===== src/rtl/mem_stage.sv =====
// MEM pipeline stage: captures the EX->MEM bus, waits for or buffers load data
// from the data SRAM, aligns it, and presents the MEM->WB and forwarding outputs.
module mem_stage #(
  parameter int EX_TO_MEM_WD = 79,
  parameter int MEM_TO_WB_WD = 70,
  parameter int StallBus     = 6
) (
  input  logic                      clk,
  input  logic                      resetn,
  input  logic [StallBus-1:0]       stall,
  input  logic [EX_TO_MEM_WD-1:0]   ex_to_mem_bus,
  input  logic [31:0]               data_sram_rdata,
  input  logic                      data_sram_rvalid,
  output logic [MEM_TO_WB_WD-1:0]   mem_to_wb_bus,
  output logic                      mem_wreg,
  output logic [4:0]                mem_waddr,
  output logic [31:0]               mem_wdata,
  output logic                      stallreq_for_mem
);

  localparam logic [2:0] OP_LW  = 3'b000;
  localparam logic [2:0] OP_LB  = 3'b001;
  localparam logic [2:0] OP_LBU = 3'b010;
  localparam logic [2:0] OP_LH  = 3'b011;
  localparam logic [2:0] OP_LHU = 3'b100;

  typedef enum logic [1:0] {
    ST_IDLE = 2'd0,
    ST_WAIT = 2'd1,
    ST_HOLD = 2'd2
  } state_t;

  // Little-endian load alignment with sign/zero extension; unknown ops act as lw.
  function automatic logic [31:0] align_load(input logic [2:0]  op,
                                             input logic [1:0]  off,
                                             input logic [31:0] raw);
    logic [7:0]  byte_v;
    logic [15:0] half_v;
    logic [31:0] res_v;
    case (off)
      2'd0:    byte_v = raw[7:0];
      2'd1:    byte_v = raw[15:8];
      2'd2:    byte_v = raw[23:16];
      2'd3:    byte_v = raw[31:24];
      default: byte_v = raw[7:0];
    endcase
    half_v = off[1] ? raw[31:16] : raw[15:0];
    case (op)
      OP_LB:   res_v = {{24{byte_v[7]}}, byte_v};
      OP_LBU:  res_v = {24'h00_0000, byte_v};
      OP_LH:   res_v = {{16{half_v[15]}}, half_v};
      OP_LHU:  res_v = {16'h0000, half_v};
      OP_LW:   res_v = raw;
      default: res_v = raw;
    endcase
    return res_v;
  endfunction

  logic [EX_TO_MEM_WD-1:0] bus_d, bus_q;
  logic [31:0]             buf_d, buf_q;
  state_t                  state_d, state_q;

  logic [31:0] mem_pc_s;
  logic [2:0]  mem_op_s;
  logic        data_ram_en_s;
  logic [3:0]  data_ram_wen_s;
  logic        sel_rf_res_s;
  logic        rf_we_s;
  logic [4:0]  rf_waddr_s;
  logic [31:0] ex_result_s;
  logic        is_load_s;
  logic [31:0] raw_s;
  logic [31:0] load_data_s;
  logic [31:0] rf_wdata_s;
  logic        stallreq_s;
  logic        unused_stall_s;

  assign unused_stall_s = ^stall;

  assign mem_pc_s       = bus_q[78:47];
  assign mem_op_s       = bus_q[46:44];
  assign data_ram_en_s  = bus_q[43];
  assign data_ram_wen_s = bus_q[42:39];
  assign sel_rf_res_s   = bus_q[38];
  assign rf_we_s        = bus_q[37];
  assign rf_waddr_s     = bus_q[36:32];
  assign ex_result_s    = bus_q[31:0];

  assign is_load_s = data_ram_en_s & (data_ram_wen_s == 4'b0000);

  // Pipeline register next value: bubble when MEM stops but WB runs, else load or hold.
  always_comb begin
    bus_d = bus_q;
    if (stall[3] && !stall[4]) begin
      bus_d = {EX_TO_MEM_WD{1'b0}};
    end else if (!stall[3]) begin
      bus_d = ex_to_mem_bus;
    end else begin
      bus_d = bus_q;
    end
  end

  // Load handshake FSM: IDLE issues, WAIT covers late data, HOLD keeps data across a stall.
  always_comb begin
    state_d    = state_q;
    buf_d      = buf_q;
    stallreq_s = 1'b0;
    raw_s      = data_sram_rdata;
    case (state_q)
      ST_IDLE: begin
        if (is_load_s) begin
          if (!data_sram_rvalid) begin
            stallreq_s = 1'b1;
            state_d    = ST_WAIT;
          end else if (stall[3]) begin
            buf_d   = data_sram_rdata;
            state_d = ST_HOLD;
          end else begin
            state_d = ST_IDLE;
          end
        end else begin
          state_d = ST_IDLE;
        end
      end
      ST_WAIT: begin
        if (!data_sram_rvalid) begin
          stallreq_s = 1'b1;
          state_d    = ST_WAIT;
        end else if (stall[3]) begin
          buf_d   = data_sram_rdata;
          state_d = ST_HOLD;
        end else begin
          state_d = ST_IDLE;
        end
      end
      ST_HOLD: begin
        raw_s = buf_q;
        if (!stall[3]) begin
          state_d = ST_IDLE;
        end else begin
          state_d = ST_HOLD;
        end
      end
      default: begin
        state_d = ST_IDLE;
      end
    endcase
  end

  // Write-back data selection between aligned load data and the ALU result.
  always_comb begin
    load_data_s = align_load(mem_op_s, ex_result_s[1:0], raw_s);
    if (sel_rf_res_s) begin
      rf_wdata_s = load_data_s;
    end else begin
      rf_wdata_s = ex_result_s;
    end
  end

  // State registers, cleared asynchronously.
  always_ff @(posedge clk or negedge resetn) begin
    if (!resetn) begin
      bus_q   <= {EX_TO_MEM_WD{1'b0}};
      buf_q   <= 32'h0000_0000;
      state_q <= ST_IDLE;
    end else begin
      bus_q   <= bus_d;
      buf_q   <= buf_d;
      state_q <= state_d;
    end
  end

  assign mem_to_wb_bus    = MEM_TO_WB_WD'({mem_pc_s, rf_we_s, rf_waddr_s, rf_wdata_s});
  assign mem_wreg         = rf_we_s;
  assign mem_waddr        = rf_waddr_s;
  assign mem_wdata        = rf_wdata_s;
  assign stallreq_for_mem = stallreq_s;

endmodule

===== config.mk =====
export PLATFORM = sky130hd
export DESIGN_NAME = mem_stage
export DESIGN_NICKNAME = d
export VERILOG_FILES = /design/src/rtl/mem_stage.sv
export SDC_FILE = /design/constraint.sdc
export NUM_CORES = 1
export LEC_CHECK = 0
export BUFFER_PORTS_ARGS = -buffer_cell sky130_fd_sc_hd__buf_2
export CAP_MARGIN = 25
export CORE_MARGIN = 5
export CORE_UTILIZATION = 45
export CTS_CLUSTER_SIZE = 40
export DETAILED_ROUTE_END_ITERATION = 7
export PLACE_DENSITY = 0.74
export SYNTH_ARGS = -nofsm -noshare
export SYNTH_HDL_FRONTEND = slang
export SYNTH_SLANG_ARGS = --single-unit

===== constraint.sdc =====
create_clock -name clk -period 2.9 [get_ports clk]
set_input_delay 0.58 -clock clk [delete_from_list [all_inputs] [get_ports clk]]
set_output_delay 0.58 -clock clk [all_outputs]
set_load 0.03 [all_outputs]

Word-level counts from Yosys, hierarchy flattened
Index checks and enable logic that the tools add are counted.
Cells by class
  equality and inequality tests: 11
  mux-type cells: 18
  bitwise logic cells: 1
  reduce and logical (&&, ||, !) cells: 7
Operators by type and width (number)
  32-bit two-way mux: 5
  79-bit two-way mux: 2
  32-bit one-hot mux with 4 select lines: 1
  32-bit one-hot mux with 2 select lines: 1
  8-bit one-hot mux with 4 select lines: 1
  16-bit two-way mux: 1
  2-bit == test (second input constant): 3
  3-bit by 2-bit == test with 1-bit output (second input constant): 2
  2-bit two-way mux: 3
  2-bit one-hot mux with 3 select lines: 1
  2-bit by 1-bit == test with 1-bit output (second input constant): 2
  2-bit logical NOT: 2
  4-bit logical NOT: 1
  3-bit by 1-bit == test with 1-bit output (second input constant): 1
  3-bit == test (second input constant): 1
  1-bit two-way mux: 2
  2-bit by 1-bit inequality test with 1-bit output (second input constant): 1
  2-bit inequality test (second input constant): 1
  1-bit one-hot mux with 2 select lines: 1
  2-bit AND reduction: 1
  2-bit nonzero test: 1
  1-bit bitwise AND: 1
  1-bit logical AND: 1
  1-bit logical NOT: 1
Word-level totals
  register bits after elaboration: 113
  output and inout port bits: 109

Logic depth before layout (Yosys ltp)
Gate-level depths: netlist of run 1.
  depth after elaboration: 5
  depth in mapped cells: 8

Worst setup path after synthesis of run 1
Ideal clock, no wire load.
  path kind: flip-flop to output port
  from: register bus_q[46]
  to: output port mem_wdata[10]
  arrival: 2489 ps
  data required time: 2320 ps
  slack: -169 ps
  stages on the path, launching flop included: 9
  buffers on the path: 3
  cell sequence: dfrtp_1 buf_2 or3_1 and2_1 clkbuf_1 o21ai_0 a211oi_1 o21ai_0 buf_4
Between the ends
  cells in the longest elaborated chain, start to end: 3
  elaborated cells on any way between the ends: 6
  classes of those cells: eq/ne: 4; mux: 2
RTL lines
  from (decl): RTL line 59  | logic [EX_TO_MEM_WD-1:0] bus_d, bus_q;
  from (signal assigned): RTL line 163  | bus_q <= {EX_TO_MEM_WD{1'b0}};
  from (signal assigned): RTL line 167  | bus_q <= bus_d;
  3-bit == test (tied with other cells): RTL line 48  | case (op)
  32-bit one-hot mux with 4 select lines (*): RTL line 48
  32-bit two-way mux (*): RTL line 153  | if (sel_rf_res_s) begin
  to (decl): RTL line 17  | output logic [31:0] mem_wdata,
Every way passes the cells marked *; elsewhere a longest branch is shown, timed or not.

Worst setup path in the final report of run 1
  from: register state_q[1]
  to: output port mem_to_wb_bus[23]
Between the ends
  cells in the longest elaborated chain, start to end: 5
  elaborated cells on any way between the ends: 6
  classes of those cells: eq/ne: 1; mux: 5
RTL lines
  from (decl): RTL line 61  | state_t state_d, state_q;
  from (signal assigned): RTL line 169  | state_q <= state_d;
  2-bit == test (*): RTL line 109  | case (state_q)
  32-bit two-way mux (*): RTL line 109
  8-bit one-hot mux with 4 select lines or 16-bit two-way mux (tied branches): RTL line 40, 47
  32-bit one-hot mux with 4 select lines (*): RTL line 48
  32-bit two-way mux (*): RTL line 153
  to (decl): RTL line 14  | output logic [MEM_TO_WB_WD-1:0] mem_to_wb_bus,
Marked as above.

==> impl_metrics.csv, run 1 <==
group,metric,value,unit
drt,first_pass_iters,4,
grt,grt_pass1_wl,27100,um
layout,multi_input_area,2640,um^2
drt,drt_iter0_markers,333,
logic_synthesis,synth_ff_type,"dfrtp_1",
logic_synthesis,synth_edf_count,0,
clocking,cts-root-buf,"clkbuf_16",
floorplan,num_rows,43,
clocking,insertion_delay,0.41,ns
layout,final_cells,1030,
place,port_buffers,224,
worst_setup_path,crit_path_max_fanout,16,
layout,regArea,2830,um^2
sta,tightest_slew,0.683,ns
logic_synthesis,ys_seq_elements,113,
run_status,violations,"negative setup slack",
logic_synthesis,syn_area_per_cell,9.10,um^2
floorplan,core-area,13800,um^2
layout,final_area,8320,um^2
layout,drive_gt1_share,41.1,%
logic_synthesis,ys_types,46,
power_and_ir_drop,peakVddDrop,0.350,mV
sta,rsz0062_at_grt,"yes",
clocking,clk_path_buf_depth,2,
logic_synthesis,synth-simple-area-share,12.5,%
worst_setup_path,critical_path_arrival,2.53,ns
logic_synthesis,synth_top_family_by_area,"buffers and inverters",
power_and_ir_drop,powerDensity,702,nW/um^2
sta,slew_viol_final,0,
place,routabilityCongestion,0.788,
worst_setup_path,cp-start-kind,"flop",
sta,max_freq,321,MHz
sta,finalSetupViolCount,64,
layout,nFillCells,1168,
drt,viasPerCell,5.08,
logic_synthesis,yosys_warnings,0,
floorplan,dieArea,16400,um^2
place,dp_hpwl,12200,um
grt,grt_pass1_vias,5249,
logic_synthesis,ys_async_sr_fraction,100,%
grt,antenna_found_initial,5,
flow_run,maxCapViolations,0,
drt,ant_nets,0,
place,pre_cts_ws,-0.00406,ns
grt,grt-ovfl-total,0,
grt,grt.total_usage,21.2,%
logic_synthesis,synthMuxAreaShare,11.2,%
sta,setup_ws,-0.213,ns
clocking,clk_pin_slew,0.05,ns
logic_synthesis,netlist_instances,687,
place,postPlaceCellArea,7040,um^2
drt,drt_wl_total,18100,um
layout,fin_util,60.4,%
sta,tns,-8.29,ns
logic_synthesis,synth_fa_ha_area_share,0,%
clocking,htreeDepth,4,
logic_synthesis,synthesis.nets,807,
floorplan,dieHeight,128,um
worst_setup_path,path_class,"flop to output pin",
clocking,cts_buffers,17,
clocking,cts_sinks,113,
drt,dr_total_vias,5229,
layout,area_growth,32.9,%
floorplan,die_w,128,um
layout,diodes,0,
sta,hold_viol,0,
sta,worst_slew_margin_rel,54.5,%
clocking,holdBufCountCts,0,
sta,min_period,3.11,ns
logic_synthesis,seq_area_frac_synth,45.2,%
grt,grt_max_degree,114,
power_and_ir_drop,power.leakage,0.00425,uW
clocking,cts_tree,"built",
floorplan,start_util,45.4,%
run_status,status,"finished with violations",
sta,min_period_over_period,107,%
logic_synthesis,synth_compound_gate_area_share,14.0,%
logic_synthesis,synth_xor_area_share,0.140,%
floorplan,ios,229,
logic_synthesis,synth_area,6250,um^2
worst_setup_path,end_kind,"output pin",
min_path,hp-class,"primary input to async pin",
layout,finish.net_count,957,
place,dp_cells,992,
drt,drcViolationCount,0,
sta,skew,0.00653,ns
drt,wl_per_cell,17.6,um
worst_setup_path,cp.required,2.32,ns
[per-layer routing]
metal,up-vias,track usage (%),wire [um]
li1,2524,-,-
met1,2444,25.9,7180
met2,213,35.4,9000
met3,38,6.88,1500
met4,10,7.18,346
met5,-,0,71
[kinds of logic (layout without fill, tap and decap cells)]
kind of cell | Yosys count | in the layout
buffers and inverters | 199 | 362
muxes | 65 | 65
xor gates and xnor gates | 1 | 1
DFF | 113 | 113
AOI/OAI and AO/OA | 146 | 146
and+or+nand+nor | 163 | 163
[sequential cells by signal, indices dropped and copies added, names as in the netlist]
signal   flops
buf_q       32
bus_q       79
state_q      2
[worst max-delay path, stage by stage, from the launching register on]
cell	delay, ns
dfrtp_2	0.40
buf_6	0.11
and3b_2	0.23
a2111oi_4	0.06
or4_4	0.55
o211ai_4	0.23
buf_12	0.17
o22a_1	0.21
buf_6	0.15
[worst paths after layout]
check	startpoint	to	slack [ns]	cells after the start
setup / recovery	state_q[1]	mem_to_wb_bus[23]	-0.21	8
hold / removal	resetn	bus_q[6]	0.20	2
setup reg to reg	bus_q[40]	buf_q[19]	0.81	6
hold reg to reg	bus_q[49]	bus_q[49]	0.47	2
max in group asynchronous	resetn	state_q[1]	2.14	2
min in group clk	data_sram_rvalid	state_q[0]	0.36	2
[power breakdown]
part	internal [uW]	switching (uW)
Sequential	1840	179
Combinational	631	856
Clock	1610	720
[per-stage QoR]
stage	power, uW	hold WS [ns]
2_1_floorplan	2980	0.284
3_3_place_gp	3250	0.458
3_5_place_dp	3290	0.465
4_1_cts	5770	0.290
5_1_grt	6090	0.308
6_report	5840	0.204
[synth_stat cells (3+ instances only)]
| library cell | instances | area (um^2) |
|---|---|---|
| a21oi_1 | 24 | 120 |
| buf_2 | 9 | 45.0 |
| nand2_1 | 65 | 244 |
| nand3b_1 | 4 | 30.0 |
| nor2_1 | 24 | 90.1 |
| a2111oi_0 | 3 | 26.3 |
| and3b_1 | 5 | 43.8 |
| nand3_1 | 40 | 200 |
| mux2_2 | 29 | 327 |
| or3_1 | 9 | 56.3 |
| dfrtp_1 | 113 | 2830 |
| o22a_1 | 17 | 149 |
| o21ai_0 | 86 | 430 |
| clkbuf_1 | 28 | 105 |
| buf_4 | 75 | 563 |
| buf_1 | 3 | 11.3 |
| mux2_1 | 3 | 33.8 |
| mux2i_1 | 32 | 320 |
| inv_1 | 82 | 308 |
| o2bb2ai_1 | 4 | 35.0 |
[placed cells by master, fill, tap and decap left out, drive strengths merged, types with 2 or more instances in the layout]
cell,instances
nand4b,2
clkinv,5
and3,2
mux2,32
buf,246
o21ai,86
nand2,65
a21oi,24
and2,2
and3b,5
inv,82
nor2,24
a2111oi,4
nand2b,2
dfrtp,113
nand3b,4
nand3,40
clkbuf,24
mux2i,32
or3,9
a31oi,2
nor3,2
o2bb2ai,4
o22a,17
bufinv,5
[cell type report]
class | count | share of cell area, %
inverter | 82 | 3.70
clock buffer | 22 | 5.82
sequential | 113 | 34.0
multi-input combinational | 375 | 31.8
tap | 180 | 2.71
timing repair buffer | 248 | 19.8
clock inverter | 10 | 2.15
[repair_timing]
action,4_1_cts,5_1_grt
cloned,0,1
setup buffers,4,1
hold endpoints to repair,0,0
pin swaps,7,5
gates resized for setup,101,58
setup endpoints to repair,64,64
No activity file was read; power rests on OpenSTA's default activity.
==> run 2, diff against run 1 <==
--- a/config.mk
+++ b/config.mk
@@ -8,10 +8,11 @@
 export BUFFER_PORTS_ARGS = -buffer_cell sky130_fd_sc_hd__buf_2
 export CAP_MARGIN = 25
 export CORE_MARGIN = 5
-export CORE_UTILIZATION = 45
+export CORE_UTILIZATION = 50
 export CTS_CLUSTER_SIZE = 40
 export DETAILED_ROUTE_END_ITERATION = 7
-export PLACE_DENSITY = 0.74
+export MAX_ROUTING_LAYER = met4
+export PLACE_DENSITY = 0.81
 export SYNTH_ARGS = -nofsm -noshare
 export SYNTH_HDL_FRONTEND = slang
 export SYNTH_SLANG_ARGS = --single-unit
==> run 2 against run 1 <==
The flow still finishes with violations (negative setup slack). Worst hold slack gained 0.042 ns. Power grew 3.3%. Non-clock buffer count grew 7. Sequential power is essentially flat. Utilization grew 8.0 points. First-iteration DRC count grew 25%. Largest power group unchanged. Fmax shrank 1.2%. Global-route usage grew 4.3 points. Critical path type unchanged. Highest routed layer is now met4. Flip-flop and latch count is the same. Clock power grew 8.6%.
==> impl_metrics.csv, run 2 (synthesized netlist as in run 1, its figures left out) <==
group,metric,value,unit
drt,drcViolationCount,0,
floorplan,dieArea,14800,um^2
grt,antenna_found_initial,3,
place,dp_hpwl,12500,um
worst_setup_path,path_class,"flop to output pin",
layout,largest_register_ffs,79,
run_status,violations,"negative setup slack",
layout,regArea,2830,um^2
sta,skew,0.00582,ns
layout,final_common_cell,"buf_2",
sta,rsz0062_at_grt,"yes",
worst_setup_path,critPathLaunch,"state_q[0]",
sta,finalSetupViolCount,50,
power_and_ir_drop,peakVddDrop,0.503,mV
sta,tightest_slew,0.649,ns
drt,first_pass_iters,5,
sta,hold_viol,0,
power_and_ir_drop,p_clk_share,42.0,%
layout,top_register,"bus_q",
layout,drive_gt1_share,41.8,%
power_and_ir_drop,power_frac_comb,24.4,%
layout,final_cell_mix,"158 x buf_2, 109 x dfrtp_1, 83 x o21ai_0",
floorplan,start_util,51.4,%
power_and_ir_drop,powerDensity,725,nW/um^2
worst_setup_path,critical_path_arrival,2.57,ns
power_and_ir_drop,power.leakage,0.00430,uW
clocking,insertion_delay,0.42,ns
worst_setup_path,r2r-start,"bus_q[40]",
grt,grt_pass1_wl,28200,um
min_path,hp-class,"primary input to async pin",
worst_setup_path,cp.required,2.32,ns
sta,max_freq,317,MHz
place,routabilityCongestion,0.923,
clocking,clk_path_buf_depth,2,
sta,setup_ws,-0.252,ns
flow_run,maxCapViolations,0,
grt,grt.total_usage,25.5,%
layout,finish.net_count,964,
run_status,status,"finished with violations",
floorplan,dieHeight,122,um
drt,ant_nets,0,
layout,nFillCells,951,
power_and_ir_drop,p_sw_share,29.3,%
drt,viasPerCell,5.34,
floorplan,core-area,12200,um^2
sta,min_period,3.15,ns
clocking,cts-root-buf,"clkbuf_16",
grt,grt-ovfl-total,0,
drt,drt_iter0_markers,415,
clocking,htreeDepth,4,
layout,final_area,8320,um^2
grt,grt_pass1_vias,5463,
worst_setup_path,cp-start-kind,"flop",
sta,slew_viol_final,0,
clocking,cts_tree,"built",
floorplan,die_w,122,um
place,postPlaceCellArea,7020,um^2
place,port_buffers,224,
worst_setup_path,crit_path_max_fanout,13,
sta,worst_slew_margin_rel,56.7,%
power_and_ir_drop,sequentialPowerShare,33.6,%
layout,area_growth,33.0,%
power_and_ir_drop,internal-power,4270,uW
drt,dr_total_vias,5490,
power_and_ir_drop,p_switching,1770,uW
grt,grt_max_degree,114,
floorplan,num_rows,40,
layout,reg.largest.list,"bus_q (79), buf_q (32), state_q (2)",
worst_setup_path,end_kind,"output pin",
layout,multi_input_area,2590,um^2
clocking,clk_pin_slew,0.06,ns
clocking,cts_buffers,17,
floorplan,ios,229,
drt,wl_per_cell,18.3,um
sta,min_period_over_period,109,%
place,pre_cts_ws,0.0852,ns
drt,drt_wl_total,18800,um
clocking,cts_sinks,113,
-- run 2: cell types whose count changed in the layout (fill, tap and decap cells not counted), moves of 2 or more --
cell and delta:
buf_4 +18, buf_6 -12, a21oi_2 +6, a21oi_4 -6
clkbuf_4 +3, diode_2 +3, mux2i_1 +3, buf_2 -2
bufinv_16 +2, dfrtp_1 -2, dfrtp_2 +2, mux2i_2 -2
-- run 2: per-layer routing --
| metal | wire, um | GRT usage, % | share of wire [%] |
|---|---|---|---|
| met1 | 7350 | 30.9 | 39 |
| met2 | 9050 | 39.0 | 48 |
| met3 | 1630 | 6.92 | 8.6 |
| met4 | 765 | 13.2 | 4.1 |
| met5 | 0 | - | 0 |
-- run 2: final timing paths --
path | end | slack [ns] | depth (start not counted)
max in group asynchronous | state_q[1] | 2.20 | 2
max | mem_wdata[25] | -0.25 | 7
min in group clk | state_q[0] | 0.36 | 2
min | buf_q[7] | 0.25 | 2
min reg2reg | bus_q[65] | 0.48 | 2
max reg2reg | buf_q[17] | 0.97 | 6
-- run 2: worst max-delay path: stages, from the launching register on --
cell and delay [ns]:
dfrtp_2 0.44, and3b_2 0.29, a2111oi_2 0.07, or4_4 0.54
o211ai_4 0.26, buf_12 0.17, o22a_1 0.19, buf_4 0.19
-- run 2: timing repair --
action | in CTS | in global routing
setup buffers | 6 | 4
hold buffers | 0 | 0
pin swaps | 5 | 5
resized for setup | 94 | 52
endpoints found under the setup margin | 64 | 64
cloned | 0 | 2
-- run 2: power by group through the flow --
stage	combinational (uW)	clock, uW	sequential, uW
2_1_floorplan	1010	0	1970
3_3_place_gp	1250	0	2000
3_5_place_dp	1270	0	2020
4_1_cts	1400	2570	2000
5_1_grt	1570	2660	2060
6_report	1470	2530	2030
-- run 2: area by class of cell --
type,count,area share [%]
multi-input cells,375,31.1
well taps,168,2.53
clock buffers,22,5.94
flip-flops and latches,113,34.1
inverters,82,3.70
repair buffers,255,19.9
clock inverters,10,2.71
diodes,3,0.0903
-- run 2: stage by stage --
stage	TNS [ns]	total power [uW]	util (%)	instances	hold WS, ns
after floorplan	-0.358	2980	-	687	0.284
after global placement	0	3250	57.7	981	0.458
after detailed placement	0	3290	57.7	981	0.467
after CTS	-8.97	5970	66.5	1019	0.271
after global routing	-13.48	6280	68.4	1028	0.294
final	-9.30	6030	68.4	1028	0.245
